`src/rtl/data_sram_arbiter.sv`:
```
// Round-robin arbiter sharing one single-port data SRAM between the core LSU (port 0)
// and the FPU LSU (port 1); partial byte writes become a read-modify-write pair.
module data_sram_arbiter #(
  parameter int ADDR_W     = 10,
  parameter int DATA_W     = 32,
  parameter int FIRST_PRIO = 0
) (
  input  logic                clk,
  input  logic                rst,
  input  logic [1:0]          req_i,
  input  logic [1:0]          we_i,
  input  logic [DATA_W/8-1:0] be0_i,
  input  logic [DATA_W/8-1:0] be1_i,
  input  logic [ADDR_W-1:0]   addr0_i,
  input  logic [ADDR_W-1:0]   addr1_i,
  input  logic [DATA_W-1:0]   wdata0_i,
  input  logic [DATA_W-1:0]   wdata1_i,
  output logic [1:0]          gnt_o,
  output logic [1:0]          rvalid_o,
  output logic [DATA_W-1:0]   rdata0_o,
  output logic [DATA_W-1:0]   rdata1_o,
  output logic                sram_cen,
  output logic                sram_wen,
  output logic [ADDR_W-1:0]   sram_a,
  output logic [DATA_W-1:0]   sram_d,
  input  logic [DATA_W-1:0]   sram_q
);

  localparam int NB = DATA_W / 8;

  typedef enum logic {IDLE, RMW_WR} state_t;

  state_t            state_reg;
  logic              last_grant_reg;
  logic              rmw_port_reg;
  logic [ADDR_W-1:0] rmw_addr_reg;
  logic [NB-1:0]     rmw_be_reg;
  logic [DATA_W-1:0] rmw_wdata_reg;
  logic              rsp_valid_reg;
  logic              rsp_port_reg;
  logic              rsp_is_read_reg;
  logic [ADDR_W-1:0] a_hold_reg;
  logic [DATA_W-1:0] d_hold_reg;

  logic [1:0]        req_ok;
  logic              gnt_any;
  logic              gnt_port;
  logic              sel_we;
  logic [NB-1:0]     sel_be;
  logic [ADDR_W-1:0] sel_addr;
  logic [DATA_W-1:0] sel_wdata;
  logic              is_empty;
  logic              is_partial;
  logic [DATA_W-1:0] merged_d;

  // Requests are only considered in IDLE and never while reset is held.
  assign req_ok   = (state_reg == IDLE && !rst) ? req_i : 2'b00;
  assign gnt_any  = |req_ok;
  assign gnt_port = (&req_ok) ? ~last_grant_reg : req_ok[1];
  assign gnt_o    = gnt_any ? (gnt_port ? 2'b10 : 2'b01) : 2'b00;

  assign sel_we     = we_i[gnt_port];
  assign sel_be     = gnt_port ? be1_i    : be0_i;
  assign sel_addr   = gnt_port ? addr1_i  : addr0_i;
  assign sel_wdata  = gnt_port ? wdata1_i : wdata0_i;
  assign is_empty   = sel_we && (sel_be == '0);
  assign is_partial = sel_we && (sel_be != '0) && (sel_be != {NB{1'b1}});

  genvar gi;
  generate
    for (gi = 0; gi < NB; gi++) begin : g_merge
      assign merged_d[8*gi +: 8] = rmw_be_reg[gi] ? rmw_wdata_reg[8*gi +: 8] : sram_q[8*gi +: 8];
    end
  endgenerate

  always_comb begin
    sram_cen = 1'b1;
    sram_wen = 1'b1;
    sram_a   = a_hold_reg;
    sram_d   = d_hold_reg;
    if (state_reg == RMW_WR && !rst) begin
      sram_cen = 1'b0;
      sram_wen = 1'b0;
      sram_a   = rmw_addr_reg;
      sram_d   = merged_d;
    end else if (gnt_any && !is_empty) begin
      // A partial write starts with a plain read of the target word.
      sram_cen = 1'b0;
      sram_wen = ~(sel_we && !is_partial);
      sram_a   = sel_addr;
      sram_d   = sel_wdata;
    end
  end

  always_ff @(posedge clk or posedge rst) begin
    if (rst) begin
      state_reg       <= IDLE;
      last_grant_reg  <= (FIRST_PRIO == 0);
      rmw_port_reg    <= 1'b0;
      rmw_addr_reg    <= '0;
      rmw_be_reg      <= '0;
      rmw_wdata_reg   <= '0;
      rsp_valid_reg   <= 1'b0;
      rsp_port_reg    <= 1'b0;
      rsp_is_read_reg <= 1'b0;
      a_hold_reg      <= '0;
      d_hold_reg      <= '0;
    end else begin
      if (!sram_cen) begin
        a_hold_reg <= sram_a;
        d_hold_reg <= sram_d;
      end
      rsp_valid_reg <= 1'b0;
      case (state_reg)
        IDLE: begin
          if (gnt_any) begin
            last_grant_reg <= gnt_port;
            if (is_partial) begin
              rmw_port_reg  <= gnt_port;
              rmw_addr_reg  <= sel_addr;
              rmw_be_reg    <= sel_be;
              rmw_wdata_reg <= sel_wdata;
              state_reg     <= RMW_WR;
            end else begin
              rsp_valid_reg   <= 1'b1;
              rsp_port_reg    <= gnt_port;
              rsp_is_read_reg <= ~sel_we;
            end
          end
        end
        RMW_WR: begin
          rsp_valid_reg   <= 1'b1;
          rsp_port_reg    <= rmw_port_reg;
          rsp_is_read_reg <= 1'b0;
          state_reg       <= IDLE;
        end
        default: state_reg <= IDLE;
      endcase
    end
  end

  assign rvalid_o = rsp_valid_reg ? (rsp_port_reg ? 2'b10 : 2'b01) : 2'b00;
  assign rdata0_o = (rvalid_o[0] && rsp_is_read_reg) ? sram_q : '0;
  assign rdata1_o = (rvalid_o[1] && rsp_is_read_reg) ? sram_q : '0;

endmodule

```
`config.mk`:
```
export PLATFORM = sky130hd
export DESIGN_NAME = data_sram_arbiter
export DESIGN_NICKNAME = d
export VERILOG_FILES = /design/src/rtl/data_sram_arbiter.sv
export SDC_FILE = /design/constraint.sdc
export NUM_CORES = 1
export LEC_CHECK = 0
export CAP_MARGIN = 20
export CELL_PAD_IN_SITES_DETAIL_PLACEMENT = 0
export CELL_PAD_IN_SITES_GLOBAL_PLACEMENT = 1
export CORE_MARGIN = 2
export CORE_UTILIZATION = 33
export CTS_BUF_LIST = sky130_fd_sc_hd__clkbuf_8
export CTS_CLUSTER_SIZE = 28
export DETAILED_ROUTE_END_ITERATION = 10
export GPL_TIMING_DRIVEN = 1
export PLACE_DENSITY_LB_ADDON = 0.1
export SKIP_LAST_GASP = 1
export SYNTH_ARGS = -nofsm -noshare
export SYNTH_HDL_FRONTEND = slang
export SYNTH_SLANG_ARGS = --single-unit
```
`constraint.sdc`:
```
create_clock -name clk -period 4.9 [get_ports clk]
set_input_delay 1.225 -clock clk [delete_from_list [all_inputs] [get_ports clk]]
set_output_delay 1.225 -clock clk [all_outputs]
set_load 0.05 [all_outputs]
```
# After elaboration in Yosys (flattened, before gate mapping)
# Index checks and enable logic that the tools add are counted.
# classes
n_lt_le_gt_ge,1
n_eq_ne,3
reduce_logical,19
muxes,37
n_bitwise,4
# ops
cell,count
32-bit two-way mux,5
8-bit two-way mux,4
10-bit two-way mux,3
1-bit two-way mux,15
2-bit two-way mux,5
1-bit logical AND,9
1-bit one-hot mux with 2 select lines,4
2-bit AND reduction,3
4-bit logical NOT,1
4-bit two-way mux,1
2-bit inequality test (second input constant),2
4-bit inequality test (second input constant),1
1-bit inverter,4
4-bit nonzero test,1
1-bit logical NOT,3
3-bit AND reduction,1
1-bit by 2-bit less-than comparator with 1-bit output (second input constant),1
2-bit OR reduction,1
# totals
regBits,94
elab_cells,75
output_inout_bits,112
in_bits,130

# Longest topological paths before layout
# logic_depth
depth_word,14
ltp_mapped,8
depth_no_buf,6

# Worst setup path before layout
# Ideal clock, no wire load.
# synth_path
path_kind,input to output
startpoint,in rst
endpoint,out sram_wen
t_required_ns,3.675
slack_ns,0.026
t_arrival_ns,3.649
path_stages,3
path_buffers,0
path_cell_list,inv_1 > nand2_1 > o21a_1
# synth_via
elab_chain_len,14
word_cells_on_any_way,23
classes_between,eq/ne (1); mux (7); bitwise (1); reduce/logical (14)
# synth_lines
element,line_no,text
from (decl),9,"input logic rst,"
1-bit logical NOT (no source line) *,n/a,
1-bit logical AND,57,assign req_ok = (state_reg == IDLE && !rst) ? req_i : 2'b00;
2-bit two-way mux,57,
2-bit AND reduction,59,assign gnt_port = (&req_ok) ? ~last_grant_reg : req_ok[1];
1-bit two-way mux,59,
4-bit two-way mux / 1-bit two-way mux (equally long branches),"63, 62",
4-bit nonzero test / 1-bit two-way mux (equally long branches),"67, 62",
1-bit logical AND (2 in a row),67,assign is_partial = sel_we && (sel_be != '0) && (sel_be != {NB{1'b1}});
1-bit logical NOT,89,sram_wen = ~(sel_we && !is_partial);
1-bit logical AND,89,
1-bit inverter,89,
1-bit two-way mux,86,end else if (gnt_any && !is_empty) begin
1-bit two-way mux *,81,if (state_reg == RMW_WR && !rst) begin
to (decl),23,"output logic sram_wen,"
# Mark *: on every way between the ends. The rest lies on a longest branch, timed or not. The select of a mux whose other input is x is not followed.

# Worst setup path in the final report
# layout_path
startpoint,in be0_i[1]
endpoint,out sram_d[8]
# layout_via
elab_chain_len,7
# layout_lines
element,line_no,text
from (decl),12,"input logic [DATA_W/8-1:0] be0_i,"
4-bit two-way mux,63,assign sel_be = gnt_port ? be1_i : be0_i;
4-bit logical NOT,66,assign is_empty = sel_we && (sel_be == '0);
1-bit logical AND,66,
1-bit logical NOT,86,
1-bit logical AND,86,
32-bit two-way mux,86,
32-bit two-way mux,81,
to (decl),25,"output logic [DATA_W-1:0] sram_d,"
# No other way between the ends.

==> reports/results.txt <==
DR vias/cell: 4.830
R2R Path End: rmw_addr_reg[4]
Remaining DRCs: 0
Mux cell area share after synthesis: 23.60%
Crit path top cell by count: buf_12
Critical Path RT: 3.67 ns
Final setup fails: 0
Simple logic cell fraction of the synthesized area: 16.08%
Synth Area in Compound Gates: 15.80%
# rows: 48
Post-CTS Hold Buffers: 0
Starting density of the core: 33.81%
Global-route usage over all layers: 18.43%
Final Slew Violations: 0
FMAX: 208.8 MHz
Placed cells: 1031
Rel. slew slack: 37.40%
Total Wirelength: 16970 um
Synth warnings: 0
Area growth syn-to-layout: 55.52%
Vias: 5072
Critical path fanouts, max: 42
Worst min-delay path endpoint: rmw_port_reg
Worst Path Arrival: 3.56 ns
Ratio of cells with drive above 1 in the final layout: 21.84%
CTS tree: done
Iter 0 DRT Violations: 199
Buffers added on ports: 241
Clk_lat worst skew: 0.37 ns
Fin Setup TNS: 0 ns
Antenna violations before repair: 1
Worst IR drop on VDD: 0.0001698 V
Seq/Total Area, Yosys: 40.11%
Total CTS buffers: 9
Min-delay src: rmw_port_reg
Crit-path leading delay family: buffers and inverters
Critical path buffer and inverter count: 4
WHS Path Cells: 1
Nets: 949
RR Startpoint: last_grant_reg
Pwr Total: 3.229 mW
Post-Layout Inst Area: 9126 um^2
Synthesized cell area: 5868 um^2
R2r setup slk: 1.87 ns
Endpoints failing hold: 0
Status: completed
#FFs+latches synth: 94
Antenna-violating nets left: 0
GPL Wtd Cong: 0.7662
Worst Reg2Reg Path Length in Cells: 6
PwrDens: 353.8 nW/um^2
Final Non-Filler Cells: 1050
RSZ-0062 raised after global routing: no
HPWL after DPL: 12250 um
Worst path slowest cell: or4_4
Core area: 17360 um^2
Clock skew: 0.007904 ns
Fin crit period: 4.789 ns
First-pass GRT wire length: 26830 um
IO Pins: 242
Placed cell area: 8896 um^2
Number of max-cap violations: 0
Worst-margin pin slew: 0.9390 ns
Leak: 4.111 nW
Nature of the critical path startpoint: input pin
Net count after synthesis: 720
WS Path Type: in -> out
Largest family of logic cells by synthesized area: multiplexers
Worst Hold Class: reg -> reg
Period utilization: 97.73%
Largest net degree at the start of global routing: 75
Yosys cell types: 36
Root Driver: clkbuf_8
Max Root-Sink Buffers: 2
First-pass iteration count of the detailed router: 5
Remaining Overflow, GRT: 0
Clock transition at path regs: 0.09 ns
Worst setup EP type: primary output
Die height: 137.4 um
Die width: 137.4 um
Wirelength per Cell: 16.16 um
Die ar.: 18870 um^2
XOR/XNOR Fraction of Synth Area: 0%
Clock sinks: 94
Crit-path cells: clkdlybuf4s50_1 -> or4_4 -> a211oi_2 -> a211oi_4 -> buf_4 -> buf_12 -> o21ai_0 -> buf_12
Synth Area in Adders: 0%
H-Tree Depth: 3
Avg Synthesized Cell Area: 9.946 um^2
Vias in the first global route: 5141
Largest stage delay on the critical path: 0.58 ns
Cell count after synthesis: 590
[logic make-up after synthesis]
| family | Yosys count |
|---|---|
| buffers and inverters | 49 |
| AOI/OAI and AO/OA | 137 |
| and+or+nand+nor | 196 |
| DFF | 94 |
| muxes | 114 |
[area by class of cell]
cell class                      count  area (um^2)
Sequential cell                    94         2354
Multi-Input combinational cell    447         3266
Clock inverter                      5        48.80
Tap cell                          225        281.5
Clock buffer                       11        151.4
Fill cell                        1550         8230
Timing Repair Buffer              261         2998
Antenna cell                        1        2.502
Inverter                            6        25.02
[report_power, final]
| group | leakage, nW | switching [mW] | internal, mW | total [mW] |
|---|---|---|---|---|
| combinational | 2.88 | 0.802 | 0.788 | 1.59 |
| sequential | 1.13 | 0.131 | 0.976 | 1.11 |
| clock | 0.110 | 0.273 | 0.260 | 0.533 |
[cell usage after synthesis, drive strengths merged]
cell type	n	share of area [%]
nand2	100	6.7
dfrtp	93	40
o21ai	79	6.8
mux2	71	16
and2	65	6.9
mux2i	43	7.5
clkbuf	30	1.9
a21o	27	3.5
nor2	21	1.4
a211oi	15	3.3
buf	13	2.1
inv	6	0.38
a21oi	5	0.43
a41oi	4	0.60
a22o	2	0.30
nand3	2	0.17
nand4	2	0.21
nor2b	2	0.21
o21a	2	0.26
or4	2	0.32
a21boi	1	0.32
and3	1	0.11
dfstp	1	0.45
nor3	1	0.085
o21ba	1	0.17
o2bb2ai	1	0.15
[metal layers]
layer  track usage, %  wire [um]  vias up
met1            22.68       7234     2380
met2            31.62       8268      178
met4            5.670        241        2
met3            4.746       1212       18
met5                0         16        -
li1                 -          -     2494
[worst register-to-register path, cell delays in order (launching register included)]
cell      delay [ns]
dfstp_2         0.56
a21boi_4        0.08
nand2_4         0.08
buf_4           0.58
mux2i_4         0.54
nand2_4         0.57
mux2_4          0.51
[per-stage QoR]
stage	hold WS (ns)	utilization [%]	worst slack [ns]
after floorplan	0.4573	-	0.02648
after global placement	0.4759	51.25	-0.09529
after detailed placement	0.4797	51.25	-0.1798
after CTS	0.5062	52.57	0.05538
after global routing	0.5309	52.57	0.01834
final	0.5033	52.58	0.1114
[cells in the final DEF (no fill, tap or decap), types with 4 or more instances in the layout]
master / netlist / layout
a41oi_1: 4 / 4
o21ai_0: 74 / 73
inv_1: 5 / 5
dfrtp_1: 93 / 93
buf_4: 0 / 22
mux2_2: 33 / 33
clkdlybuf4s50_1: 0 / 195
nand2_1: 98 / 98
a21o_1: 27 / 27
a21oi_1: 5 / 5
o21ai_1: 4 / 5
a211oi_2: 14 / 14
buf_12: 0 / 44
mux2i_1: 42 / 42
nor2_1: 20 / 19
and2_1: 65 / 65
mux2_4: 38 / 38
clkbuf_8: 0 / 11
[worst max-delay path by stage]
stage	from	end	depth (start not counted)	slack (ns)
after floorplan	rst	sram_wen	3	0.03
after global placement	req_i[1]	sram_a[4]	7	-0.1
after detailed placement	rst	sram_a[0]	7	-0.18
after CTS	be0_i[0]	sram_d[31]	8	0.06
after global routing	req_i[0]	sram_a[0]	8	0.02
final	be0_i[1]	sram_d[8]	8	0.11
[what timing repair did]
action / in CTS / in global routing
resized for setup: 0 / 1
pin swaps: 1 / 0
hold endpoints to repair: 0 / 0
endpoints found under the setup margin: 42 / 1
buffers inserted: 2 / 0
Note: power is estimated with default switching activity, not from simulation.
